--- src/rtl/aes_ctr_framer.sv ---
// rtl/aes_ctr_framer.sv - serializes key, IV and payload into the AES-256 CTR core input stream
// Optional feature macro: AES_CTR_FRAMER_STATS_EN (adds stat_pkt_cnt_o / stat_byte_cnt_o).
`timescale 1ns/1ps
module aes_ctr_framer #(
  parameter int unsigned AXIS_WIDTH = 64,
  parameter int unsigned KEY_LENGTH = 256
) (
  input  logic                    clk_i,
  input  logic                    rst_n_i,
  input  logic                    cfg_valid_i,
  output logic                    cfg_ready_o,
  input  logic [KEY_LENGTH-1:0]   cfg_key_i,
  input  logic [127:0]            cfg_iv_i,
  input  logic                    cfg_encrypt_i,
  input  logic [AXIS_WIDTH-1:0]   s_axis_tdata_i,
  input  logic [AXIS_WIDTH/8-1:0] s_axis_tkeep_i,
  input  logic                    s_axis_tlast_i,
  input  logic                    s_axis_tvalid_i,
  output logic                    s_axis_tready_o,
  output logic [AXIS_WIDTH-1:0]   m_axis_tdata_o,
  output logic [AXIS_WIDTH/8-1:0] m_axis_tkeep_o,
  output logic                    m_axis_tlast_o,
  output logic                    m_axis_tuser_o,
  output logic                    m_axis_tvalid_o,
  input  logic                    m_axis_tready_i,
  output logic                    proto_err_o
`ifdef AES_CTR_FRAMER_STATS_EN
  ,
  output logic [31:0]             stat_pkt_cnt_o,
  output logic [31:0]             stat_byte_cnt_o
`endif
);

  localparam int unsigned KEEP_W    = AXIS_WIDTH / 8;
  localparam int unsigned KEY_WORDS = KEY_LENGTH / AXIS_WIDTH;
  localparam int unsigned IV_WORDS  = 128 / AXIS_WIDTH;
  localparam int unsigned CNT_W     = (KEY_WORDS > 1) ? $clog2(KEY_WORDS) : 1;

  localparam logic [3:0] ST_IDLE    = 4'b0001;
  localparam logic [3:0] ST_KEY     = 4'b0010;
  localparam logic [3:0] ST_IV      = 4'b0100;
  localparam logic [3:0] ST_PAYLOAD = 4'b1000;

  logic [3:0]            state_q, state_d;
  logic [CNT_W-1:0]      cnt_q, cnt_d;
  logic [KEY_LENGTH-1:0] key_q, key_d;
  logic [127:0]          iv_q, iv_d;
  logic                  enc_q, enc_d;
  logic                  proto_err_q, proto_err_d;

  logic cfg_fire, m_fire, pay_fire;
  logic keep_full, keep_contig, beat_bad;

  assign cfg_fire    = cfg_valid_i & cfg_ready_o;
  assign m_fire      = m_axis_tvalid_o & m_axis_tready_i;
  assign pay_fire    = (state_q == ST_PAYLOAD) & m_fire;
  assign keep_full   = &s_axis_tkeep_i;
  // tkeep of the form 0..01..1 has no set bit above a clear one: k & (k+1) == 0
  assign keep_contig = ((s_axis_tkeep_i & (s_axis_tkeep_i + KEEP_W'(1))) == '0);
  assign beat_bad    = (~s_axis_tlast_i & ~keep_full) | ~keep_contig | (s_axis_tkeep_i == '0);
  assign proto_err_o = proto_err_q;

  // Output stream mux: framing words from latched registers, payload passes straight through
  always_comb begin
    cfg_ready_o     = 1'b0;
    s_axis_tready_o = 1'b0;
    m_axis_tvalid_o = 1'b0;
    m_axis_tdata_o  = '0;
    m_axis_tkeep_o  = '0;
    m_axis_tlast_o  = 1'b0;
    m_axis_tuser_o  = 1'b0;
    case (state_q)
      ST_IDLE: cfg_ready_o = rst_n_i;
      ST_KEY: begin
        m_axis_tvalid_o = 1'b1;
        m_axis_tdata_o  = AXIS_WIDTH'(key_q >> (32'(cnt_q) * AXIS_WIDTH));
        m_axis_tkeep_o  = '1;
        m_axis_tuser_o  = enc_q;
      end
      ST_IV: begin
        m_axis_tvalid_o = 1'b1;
        m_axis_tdata_o  = AXIS_WIDTH'(iv_q >> (32'(cnt_q) * AXIS_WIDTH));
        m_axis_tkeep_o  = '1;
        m_axis_tuser_o  = enc_q;
      end
      ST_PAYLOAD: begin
        m_axis_tvalid_o = s_axis_tvalid_i;
        s_axis_tready_o = m_axis_tready_i;
        m_axis_tdata_o  = s_axis_tdata_i;
        m_axis_tkeep_o  = s_axis_tkeep_i;
        m_axis_tlast_o  = s_axis_tlast_i;
        m_axis_tuser_o  = enc_q;
      end
      default: ;
    endcase
  end

  // Next-state: descriptor latch, word counting through key and IV, exit on payload tlast
  always_comb begin
    state_d     = state_q;
    cnt_d       = cnt_q;
    key_d       = key_q;
    iv_d        = iv_q;
    enc_d       = enc_q;
    proto_err_d = proto_err_q | (pay_fire & beat_bad);
    case (state_q)
      ST_IDLE: begin
        if (cfg_fire) begin
          key_d   = cfg_key_i;
          iv_d    = cfg_iv_i;
          enc_d   = cfg_encrypt_i;
          cnt_d   = '0;
          state_d = ST_KEY;
        end
      end
      ST_KEY: begin
        if (m_fire) begin
          if (cnt_q == CNT_W'(KEY_WORDS - 1)) begin
            cnt_d   = '0;
            state_d = ST_IV;
          end else begin
            cnt_d = cnt_q + CNT_W'(1);
          end
        end
      end
      ST_IV: begin
        if (m_fire) begin
          if (cnt_q == CNT_W'(IV_WORDS - 1)) begin
            cnt_d   = '0;
            state_d = ST_PAYLOAD;
          end else begin
            cnt_d = cnt_q + CNT_W'(1);
          end
        end
      end
      ST_PAYLOAD: begin
        if (pay_fire & s_axis_tlast_i) state_d = ST_IDLE;
      end
      default: state_d = ST_IDLE;
    endcase
  end

  // State registers; reset abandons any packet in flight
  always_ff @(posedge clk_i or negedge rst_n_i) begin
    if (!rst_n_i) begin
      state_q     <= ST_IDLE;
      cnt_q       <= '0;
      key_q       <= '0;
      iv_q        <= '0;
      enc_q       <= 1'b0;
      proto_err_q <= 1'b0;
    end else begin
      state_q     <= state_d;
      cnt_q       <= cnt_d;
      key_q       <= key_d;
      iv_q        <= iv_d;
      enc_q       <= enc_d;
      proto_err_q <= proto_err_d;
    end
  end

`ifdef AES_CTR_FRAMER_STATS_EN
  logic [31:0] pkt_cnt_q, byte_cnt_q, keep_pop;

  // Number of valid bytes in the current payload beat
  always_comb begin
    keep_pop = '0;
    for (int i = 0; i < KEEP_W; i++) keep_pop = keep_pop + 32'(s_axis_tkeep_i[i]);
  end

  // Packet and byte counters, free-running modulo 2^32
  always_ff @(posedge clk_i or negedge rst_n_i) begin
    if (!rst_n_i) begin
      pkt_cnt_q  <= '0;
      byte_cnt_q <= '0;
    end else if (pay_fire) begin
      byte_cnt_q <= byte_cnt_q + keep_pop;
      if (s_axis_tlast_i) pkt_cnt_q <= pkt_cnt_q + 32'd1;
    end
  end

  assign stat_pkt_cnt_o  = pkt_cnt_q;
  assign stat_byte_cnt_o = byte_cnt_q;
`endif

endmodule

--- config.mk ---
export PLATFORM = sky130hd
export DESIGN_NAME = aes_ctr_framer
export DESIGN_NICKNAME = d
export VERILOG_FILES = /design/src/rtl/aes_ctr_framer.sv
export SDC_FILE = /design/constraint.sdc
export NUM_CORES = 1
export LEC_CHECK = 0
export CORE_UTILIZATION = 35
export CTS_BUF_LIST = sky130_fd_sc_hd__clkbuf_4 sky130_fd_sc_hd__clkbuf_8
export DETAILED_ROUTE_END_ITERATION = 8
export GPL_ROUTABILITY_DRIVEN = 0
export PLACE_DENSITY = 0.7
export RECOVER_POWER = 100
export SLEW_MARGIN = 0
export SYNTH_ARGS = -nofsm -noshare
export SYNTH_HDL_FRONTEND = slang
export SYNTH_SLANG_ARGS = --single-unit
--- constraint.sdc ---
create_clock -name clk_i -period 4.55 [get_ports clk_i]
set_clock_uncertainty 0.05 [all_clocks]
set_input_delay 0.91 -clock clk_i [delete_from_list [all_inputs] [get_ports clk_i]]
set_output_delay 0.91 -clock clk_i [all_outputs]
set_load 0.01 [all_outputs]
Word-level counts from Yosys, hierarchy flattened
Cells that the tools add are included.
{"block": "classes", "add_sub_neg": 2, "n_eq_ne": 12, "shifts": 2, "mux": 20, "bitwise": 13, "n_reduce_logical": 9}
{"operator": ">> shifter 256 x 8 -> 64 bit", "n": 1}
{"operator": "case mux 64 bit (3 select lines)", "n": 1}
{"operator": ">> shifter 128 x 8 -> 64 bit", "n": 1}
{"operator": "2-to-1 mux 4 bit", "n": 6}
{"operator": "logical NOT 8 bit", "n": 2}
{"operator": "case mux 4 bit (4 select lines)", "n": 1}
{"operator": "case mux 8 bit (2 select lines)", "n": 1}
{"operator": "2-to-1 mux 2 bit", "n": 5}
{"operator": "!= test 2 bit, second input constant", "n": 5}
{"operator": "adder 8 x 1 -> 8 bit, second input constant", "n": 1}
{"operator": "bitwise AND 8 bit", "n": 1}
{"operator": "AND reduction 8 bit", "n": 1}
{"operator": "bitwise AND 1 bit", "n": 6}
{"operator": "case mux 2 bit (3 select lines)", "n": 1}
{"operator": "AND reduction 6 bit", "n": 1}
{"operator": "equality test 4 x 1 -> 1 bit, second input constant", "n": 1}
{"operator": "equality test 4 x 2 -> 1 bit, second input constant", "n": 1}
{"operator": "equality test 4 x 3 -> 1 bit, second input constant", "n": 1}
{"operator": "equality test 4 bit, second input constant", "n": 1}
{"operator": "2-to-1 mux 1 bit", "n": 4}
{"operator": "AND reduction 4 bit", "n": 1}
{"operator": "NOT 1 bit", "n": 3}
{"operator": "OR 1 bit", "n": 3}
{"operator": "nonzero test 3 bit", "n": 1}
{"operator": "other kinds (8)", "n": 8}
{"block": "totals", "register_bits": 392, "input_bits": 463, "output_inout_bits": 78, "word_cells": 64}

Depth between registers and ports, before layout
{"block": "logic_depth", "depth_word": 8, "mapped_depth": 8, "depth_no_buf": 6}

Least setup slack after synthesis
OpenSTA, ideal clock, no wires.
{"block": "synth_timing", "path_kind": "reg-to-output", "from": "reg cnt_q[0]", "to": "out m_axis_tdata_o[63]", "arrival_ns": 1.969, "required_ns": 3.590, "setup_slack_ns": 1.621, "stages_incl_launch_ff": 5, "path_buffers": 2, "cell_sequence": "dfrtp_1 -> buf_2 -> buf_1 -> mux4_2 -> a221o_1"}
{"block": "synth_via", "elab_chain_cells": 2, "word_cells_on_any_way": 3, "cone_classes": "2 x shift; 1 x mux"}
{"element": "start: declaration", "line": "45", "text": "logic [CNT_W-1:0] cnt_q, cnt_d;"}
{"element": "start signal: assignment", "line": "154", "text": "cnt_q <= cnt_d;"}
{"element": ">> shifter 128 x 8 -> 64 bit or >> shifter 256 x 8 -> 64 bit (tied branches)", "line": "82, 76"}
{"element": "case mux 64 bit (3 select lines) (*)", "line": "72", "text": "case (state_q)"}
{"element": "end: declaration", "line": "20", "text": "output logic [AXIS_WIDTH-1:0] m_axis_tdata_o,"}
Every way passes the cells marked *; elsewhere a longest branch is shown, timed or not.

Worst setup path after layout
{"block": "layout_timing", "from": "reg state_q[3]", "to": "out m_axis_tdata_o[18]"}
{"block": "layout_via", "elab_chain_cells": 2, "word_cells_on_any_way": 4, "cone_classes": "3 x eq/ne; 1 x mux"}
{"element": "start: declaration", "line": "44", "text": "logic [3:0] state_q, state_d;"}
{"element": "start signal: assignment", "line": "153", "text": "state_q <= state_d;"}
{"element": "equality test 4 bit, or another cell as far along", "line": "72"}
{"element": "case mux 64 bit (3 select lines) (*)", "line": "72"}
Marks and branches as above.

==> metrics <==
critical path's slowest cell nand3b_1; CTS root buffer clkbuf_8; Post-Synth Adder-Cell Area 0.00205; Max Slew Vio Count 35; Hold Vio Cnt, Final 0; ranking of synthesized cells by area dfrtp_1 53%, mux2_1 19%, mux2i_1 5.7%, mux4_2 5.4%, mux2_2 4.9%; worst r2r dst iv_q[74]; FF-to-FF path depth 5; most common cell after layout, fill and taps aside clkdlybuf4s50_1; crit start category register; main flop type after synthesis dfrtp_1; mux share of post-synthesis cell area 0.350; DRT Pass-1 Iters 5; Critical Setup Path Class reg -> out; RSZ-0062 raised after global routing no; synth warn 0; GRT Util Overall 0.204; largest family of logic cells by synthesized area multiplexers; Chip Width between 200 and 250 um; worst min-delay path class reg -> reg; Synth Area in XOR/XNOR 0.000478; vias in the first global route around 14000; Worst Setup End Kind output pin; #FFs+latches synth 392; routed vias/inst approximately 5.1; IO Count roughly 540; residual DRC count 0; CTS HTree Levels 3; asr flop ratio synth 1.00; worst skew pair latency between 0.6 and 0.7 ns; Final setup viols 0; Reg power frac 0.430; internal power about 10 mW; max_cap viols 2; Finished Cell Area between 0.02 and 0.03 mm^2; post-synthesis sequential area ratio 0.535; leak pwr roughly 10 nW; area delta synth->final 40.4%; Post-Syn Area approximately 0.018 mm^2; FMAX 231 MHz; remaining antenna violation count after routing 0; Simple-Gate Fraction of Synth Area 0.0282; sum of negative setup slack 0 ns; Clock transition at path regs 0.06 ns; port bufs 540; fin worst setup slack roughly 0.22 ns; Vias roughly 13000; WL/cell 21.5 um; Die Ht ~230 um; first-pass GRT wire length between 80000 and 90000 um; Die Area 0.0533 mm^2; status finished with violations; # clock sinks ~390; failing checks max-capacitance violations, max-slew violations; Worst Path Arrival around 3.4 ns; Compound-Gate Fraction of Synth Area 0.0465; TritonCTS Buffers between 70 and 80; Final Net Count about 2300; pre-CTS setup slack about 0.88 ns; TritonCTS clock tree done; actual slew at the worst max-slew pin between 1.5 and 2 ns; worst setup path start state_q[3]; mean cell area of the mapped netlist roughly 15 um^2; Sw Ratio 0.306; P per Cell Area about 560 mW/mm^2; crit-path cells nor2_1, nand3b_1, buf_4, o22ai_1, a221o_1, clkdlybuf4s50_1; Slew HR -0.294; share of cells above drive strength 1 0.158; Crit path required time 3.59 ns; Core ar. 0.0515 mm^2; # rows a little over 80; crit share post-route 0.952; Sw Pwr ~4.4 mW; power share of the combinational group 0.332; placed cell areas roughly 0.024 mm^2; EDFF count, synth 0; Post-Syn Instances ~1200; worst setup path end m_axis_tdata_o[18]; area share of the largest cell type after synthesis 0.533; Distinct cells, synth 41; most frequent cells in the layout 508 x clkdlybuf4s50_1, 389 x dfrtp_1, 309 x mux2_1; Worst path depth 6; Worst path max stage delay around 0.64 ns; initial drt markers about 550; DRT Wirelength 54600 um; CTS Buffer Depth 3; fillers roughly 4600; post-layout util 0.500; crit-path max FO 15; area leader, netlist dfrtp_1; Synth Net Count around 1700; initial antenna violation count 14; Clock Power Share 0.238; Final HPWL DP ~40000 um; starting density of the core 0.356; Congestion Overflow GR 0; CP top delay family buffers and inverters; largest net degree at the start of global routing between 150 and 200; r2r startpoint state_q[0]; Tmin final between 4 and 5 ns; Worst R2R Setup Slack between 1.5 and 2 ns; worst path bufs/invs 2; Hold Slack between 0.4 and 0.5 ns; Max VDD drop 0.316 mV
==> sequential cells by signal, summed over array words and instances (netlist names) <==
name	flops
enc_q	1
state_q	4
proto_err_o	1
iv_q	128
cnt_q	2
key_q	256
==> what timing repair did <==
item | CTS | global route
buffers inserted | 0 | 0
gates resized for setup | 0 | 1
hold buffers | 0 | 0
endpoints found under the hold margin | 0 | 0
endpoints found under the setup margin | 0 | 1
==> how the worst min path moves through the flow <==
| stage | depth (start not counted) | to | from |
|---|---|---|---|
| 6_report | 1 | proto_err_o | proto_err_o |
| 5_1_grt | 1 | key_q[230] | key_q[230] |
| 4_1_cts | 1 | iv_q[82] | rst_n_i |
| 3_5_place_dp | 1 | proto_err_o | proto_err_o |
| 3_3_place_gp | 1 | proto_err_o | proto_err_o |
| 2_1_floorplan | 1 | key_q[128] | key_q[128] |
==> routing by layer <==
layer / up-vias / global-route usage / routed length [um]
met4: 2 / 0.0805 / 1520
met2: 449 / 0.338 / 26800
met5: - / 0 / 13
met1: 6537 / 0.245 / 22200
li1: 5768 / - / -
met3: 103 / 0.0648 / 4050
==> cell usage after synthesis (all sizes together) (2+ instances only) <==
cell type	number
dfrtp	391
mux2	388
mux2i	105
buf	66
a221o	64
nor2	47
mux4	44
clkbuf	30
nand2	24
nor3	21
o22ai	21
inv	5
and2	3
ha	3
nor4b	3
o21ai	3
nand3	2
nor2b	2
nor3b	2
==> power by group through the flow <==
stage	Clock (mW)	Combinational, mW	Sequential [mW]
floorplan	0	3.37	5.85
global placement	0	4.80	6.17
detailed placement	0	4.92	6.26
CTS	3.55	4.95	6.22
global route	3.70	5.18	6.42
finish	3.43	4.78	6.20
==> cell type report <==
class	instances	area (um^2)	area share
inverter	5	18.8	0.000729
sequential	392	9820	0.381
tap	680	851	0.0330
clock buffer	114	1410	0.0549
timing repair buffer	576	5730	0.222
clock inverter	12	70.1	0.00272
multi-input combinational	745	7830	0.304
antenna	11	27.5	0.00107
==> through the flow <==
| step | total power, mW | cells |
|---|---|---|
| 5_1_grt | 15.3 | 2534 |
| 3_3_place_gp | 11.0 | 2398 |
| 2_1_floorplan | 9.23 | 1238 |
| 3_5_place_dp | 11.2 | 2398 |
| 6_report | 14.4 | 2535 |
| 4_1_cts | 14.7 | 2524 |
==> cell families (layout without fill, tap and decap cells) <==
group | after synthesis | in the layout
AO/OA/AOI/OAI | 96 | 96
XOR/XNOR | 1 | 1
adder cells (fa/ha/maj) | 3 | 3
buffers and inverters | 101 | 707
flip-flops | 392 | 392
multiplexers | 537 | 537
other | 0 | 11
AND/OR/NAND/NOR | 108 | 108
Power figures use the tool's default switching activity.
==> RTL change 1: new RTL, same settings <==
Put one more register stage on the output `proto_err_o`, with the module's reset. The value now appears one clock later. The other outputs are not delayed to match.
--- a/src/rtl/aes_ctr_framer.sv
+++ b/src/rtl/aes_ctr_framer.sv
@@ -60,3 +60,9 @@
   assign beat_bad    = (~s_axis_tlast_i & ~keep_full) | ~keep_contig | (s_axis_tkeep_i == '0);
-  assign proto_err_o = proto_err_q;
+  always_ff @(posedge clk_i or negedge rst_n_i) begin
+    if (!rst_n_i) begin
+      proto_err_o <= '0;
+    end else begin
+      proto_err_o <= proto_err_q;
+    end
+  end
 
Check against the original RTL: same outputs for any inputs over 4 cycles, from zero or initial values and one cycle with rst_n_i low; that may be too few to reach the edited logic, so the function may still have changed.
==> RTL change 1 against the unedited design <==
The flow still finishes with violations (max-capacitance violations, max-slew violations). Routed wire length grew 0.25%. Cell area grew 0.14%. Sequential cell count grew 1. Power grew 1.1%. Synthesized area grew 0.14%. Sequential power grew 0.8%. Largest cell class unchanged. Setup slack lost 0.0081 ns. Maximum frequency shrank 0.19%.
==> RTL change 1: results (changes against the unedited design) <==
- The flow ran to the end, but the final reports show violations.
* Violations in the final reports: max-capacitance violations, max-slew violations
- The count of plain and timing-repair buffers was 570 (-1.0%).
- Share of synthesized cell area in full adder, half adder and majority cells: 0.00204 (-0.00000279)
* Seq area share: 0.382 (+0.000434)
- Final-layout clock-cell area share: 0.0606 (+0.00302)
- The maximum clock rate was 0.231 GHz (-0.19%).
* Post-placement setup slack: 0.761 ns (-0.114 ns)
- Ratio of routed vias to standard cells: 5.06 (-0.28%)
- The number of violations of the max-capacitance limit is 7 (+5).
* Proportion of layout cells with a drive suffix above 1: 0.155 (-0.00384)
- Arrival time at the worst endpoint: 3.38 ns (about the same)
* Comb power: 4.67 mW (-2%)
- The slowest stage of the critical path is the sky130_fd_sc_hd__dfrtp_4 cell.
* Number of buffers inserted during clock tree synthesis: 72 (+1.4%)
- The number of pins with negative max-slew slack in the final report is 731 (+2000%).
- The worst hold margin is 0.151 ns (-0.265 ns).
- Count of inserted antenna diode cells: 5 (-6)
* DRT iter0 DRCs: 569 (+2.9%)
* Overall Global Routing Usage: 0.205 (+0.00167)
- Number of iterations in the first detailed-routing pass: 4 (-1)
* Critical Path End: m_axis_tdata_o[31]
- The cell count after placement is 2393 (-0.21%).
- The xor and xnor fraction of the mapped netlist area came to 0.000477 (-0.000000651).
- Storage cell area: 9840 um2 (+0.26%)
- The post-synth net total came to 1705 (+0.059%).
- Synth top area cells: sky130_fd_sc_hd__dfrtp_1, sky130_fd_sc_hd__mux2_1, sky130_fd_sc_hd__mux2i_1
- The delay of the slowest cell on the worst path was 0.87 ns (+0.23 ns).
- The instance count of the mapped netlist was 1239 (+0.081%).
- Layout buffering overhead excluding clock cells: 0.220 (-0.00240)
- Worst min-delay path category: in2async
* Antenna violations before repair: 8 (-6)
- Post-synthesis sequential area ratio: 0.536 (+0.000634)
- The most critical setup path has its startpoint at cnt_q[0]$_DFFE_PN0P_.
- Max rail drop VDD: 0.000362 V (+14%)
- The switching power is 4.41 mW (+0.13%).
- The number of nets in the final layout is 2253 (-0.18%).
- The via count of the first global-routing pass came to 14100 (+0.16%).
- Area fraction in compound gates after synthesis: 0.0464 (-0.0000633)
- Cell leakage power: 10.5 nW (+0.99%)
* Final wirelength: 54.7 mm (+0.25%)
- Worst R2R End: iv_q[56]$_DFFE_PN0P_
* Reg2reg setup slack: 0.79 ns (-0.79 ns)
- Filler cells: 4489 (-1.5%)
- Half-perimeter wire length after placement: 38.5 mm (-3.2%)
* Sequential cell power: 6.25 mW (+0.8%)
- Wire length of the first global-routing pass: 82.7 mm (+0.11%)
- The area of the core region is 51600 um2 (+0.20%).
RTL change 1: cells by family (layout without fill, tap and decap cells):
kind of cell	after synthesis	in the layout
multiplexers	537	537
flip-flops	393	393
AND/OR/NAND/NOR	108	108
buffers and inverters	101	700
AO/OA/AOI/OAI	96	96
adder cells (fa/ha/maj)	3	3
XOR/XNOR	1	1
other	0	5
RTL change 1: what timing repair did:
item / in CTS / in global routing
endpoints found under the setup margin: 0 / 17
hold buffers: 0 / 0
endpoints found under the hold margin: 0 / 0
gates resized for setup: 0 / 1
RTL change 1: layer usage:
layer | up-vias | share of wire | track usage
li1 | 5739 | - | -
met1 | 6431 | 0.40 | 0.243
met2 | 485 | 0.49 | 0.346
met3 | 105 | 0.079 | 0.0673
met4 | 2 | 0.031 | 0.0795
met5 | - | 0.00015 | 0
==> RTL change 2: new RTL, same settings <==
Without the edit above. `KEY_LENGTH`: 256 -> 512.
--- a/src/rtl/aes_ctr_framer.sv
+++ b/src/rtl/aes_ctr_framer.sv
@@ -5,3 +5,3 @@
   parameter int unsigned AXIS_WIDTH = 64,
-  parameter int unsigned KEY_LENGTH = 256
+  parameter int unsigned KEY_LENGTH = 512
 ) (
Interface: changed (resized cfg_key_i); port bits go from 541 to 797. The function was not compared with the original's and may differ.
==> RTL change 2 against the unedited design <==
The run still ends with max-capacitance violations, max-slew violations left. First-iteration DRC count rose to 3.0 times the old value. Power up 70%. Via count up 80%. Critical path depth up 1. Clock power up 74%. Hold slack better by 0.011 ns. Global-route usage up 4.5 points. Setup slack worse by 0.13 ns. Synthesized area up 67%. Sequential cell count up 257. Cell count up 76%. Cell area up 64%. Routed wire length up 110%.
==> RTL change 2: results (changes against the unedited design) <==
* Layout buffering overhead excluding clock cells: 0.204 (-0.0180)
- The number of library cell types mapped by synthesis was 38 (-7.3%).
* Standard cell with the maximum stage delay on the critical path: sky130_fd_sc_hd__or4b_4
* Reg2reg setup slack: 0.25 ns (-1.33 ns)
- Final-layout clock-cell area share: 0.0599 (+0.00233)
- The cell count after placement came to 4216 (+76%).
- Met2 layer usage reported by global route: 0.374 (+0.0364)
- The arithmetic-cell share of the synthesized area counting full adders, half adders and majority gates was 0.00163 (-0.000413).
- The path with the worst hold slack has its endpoint at key_q[419]$_DFFE_PN0P_.
- The post-synth net total came to 3102 (+82%).
- The run finished, with violations left.
- The final reports fail on max-capacitance violations, max-slew violations.
- The clock buffer instance count of the final layout was 189 (+66%).
* Comb power: 8.17 mW (+71%)
- The post-synthesis sequential area ratio came to 0.530 (-0.00470).
* Total cell area at the placement stage: 39700 um2 (+63%)
- Share of cell area taken by multi-input logic gates: 0.315 (+0.0107)
- In this run the most critical hold path is launched from key_q[419]$_DFFE_PN0P_.
* Number of multi-input logic gates: 1552 (+110%)
- The count of plain and timing-repair buffers is 859 (+49%).
- Via count of the first global-routing pass: 23900 (+70%)
* Final worst path period need: 4.46 ns (+0.135 ns)
- The inverter count of the layout excluding clock inverters is 6 (+1).
- PortBufs: 796 (+47%)
* Sequential cell count of the final layout: 649 (+66%)
- Max Transition Viols Final: 523 (+1400%)
- The largest net degree at the start of global routing is 165 (-7.3%).
- By area the synthesized netlist is led by sky130_fd_sc_hd__dfrtp_1, sky130_fd_sc_hd__mux2_1, sky130_fd_sc_hd__mux2_2.
- Wire length of the first global-routing pass: 162 mm (+96%)
- The switching power came to 7.95 mW (+80%).
* WL met2: 50.6 mm (+89%)
* Global-route met3 utilization: 0.0667 (+0.00181)
* Sequential cell power: 10.4 mW (+68%)
- The power per cell area came to 579 nW/um2 (+3.5%).
* Xor and xnor area share after synthesis: 0.000572 (+0.0000943)
* Antenna violations before repair: 47 (+33)
- Worst R2R End: key_q[389]$_DFFE_PN0P_
- Final Net Count: 3905 (+73%)
- Register-to-Register Path Depth: 4 (-1)
- Count of max-cap constraint violations: 5 (+3)
- The share of post-route cells with drive strength above 1 was 0.186 (+0.0280).
- The share of synthesized area spent on multiplexers was 0.305 (-0.0442).
RTL change 2: changes by cell type after synthesis, moves of 65 or more:
cell and change:
sky130_fd_sc_hd__o211ai_1 +65, sky130_fd_sc_hd__mux2_2 +185, sky130_fd_sc_hd__dfrtp_1 +257, sky130_fd_sc_hd__nand2_1 +386, sky130_fd_sc_hd__mux2_1 +70, sky130_fd_sc_hd__a21oi_1 +134
RTL change 2: kinds of logic after synthesis:
kind of cell	Yosys count
adder cells (fa/ha/maj)	4
flip-flops	649
AO/OA/AOI/OAI	278
buffers and inverters	178
multiplexers	774
AND/OR/NAND/NOR	494
XOR/XNOR	2
RTL change 2: timing repair:
| item | in CTS | in global routing |
|---|---|---|
| pin swaps | 2 | 0 |
| endpoints found under the hold margin | 25 | 0 |
| gates cloned | 1 | 0 |
| hold buffers | 1 | 0 |
| endpoints found under the setup margin | 3 | 8 |
| resized for setup | 6 | 3 |
| setup buffers | 3 | 0 |
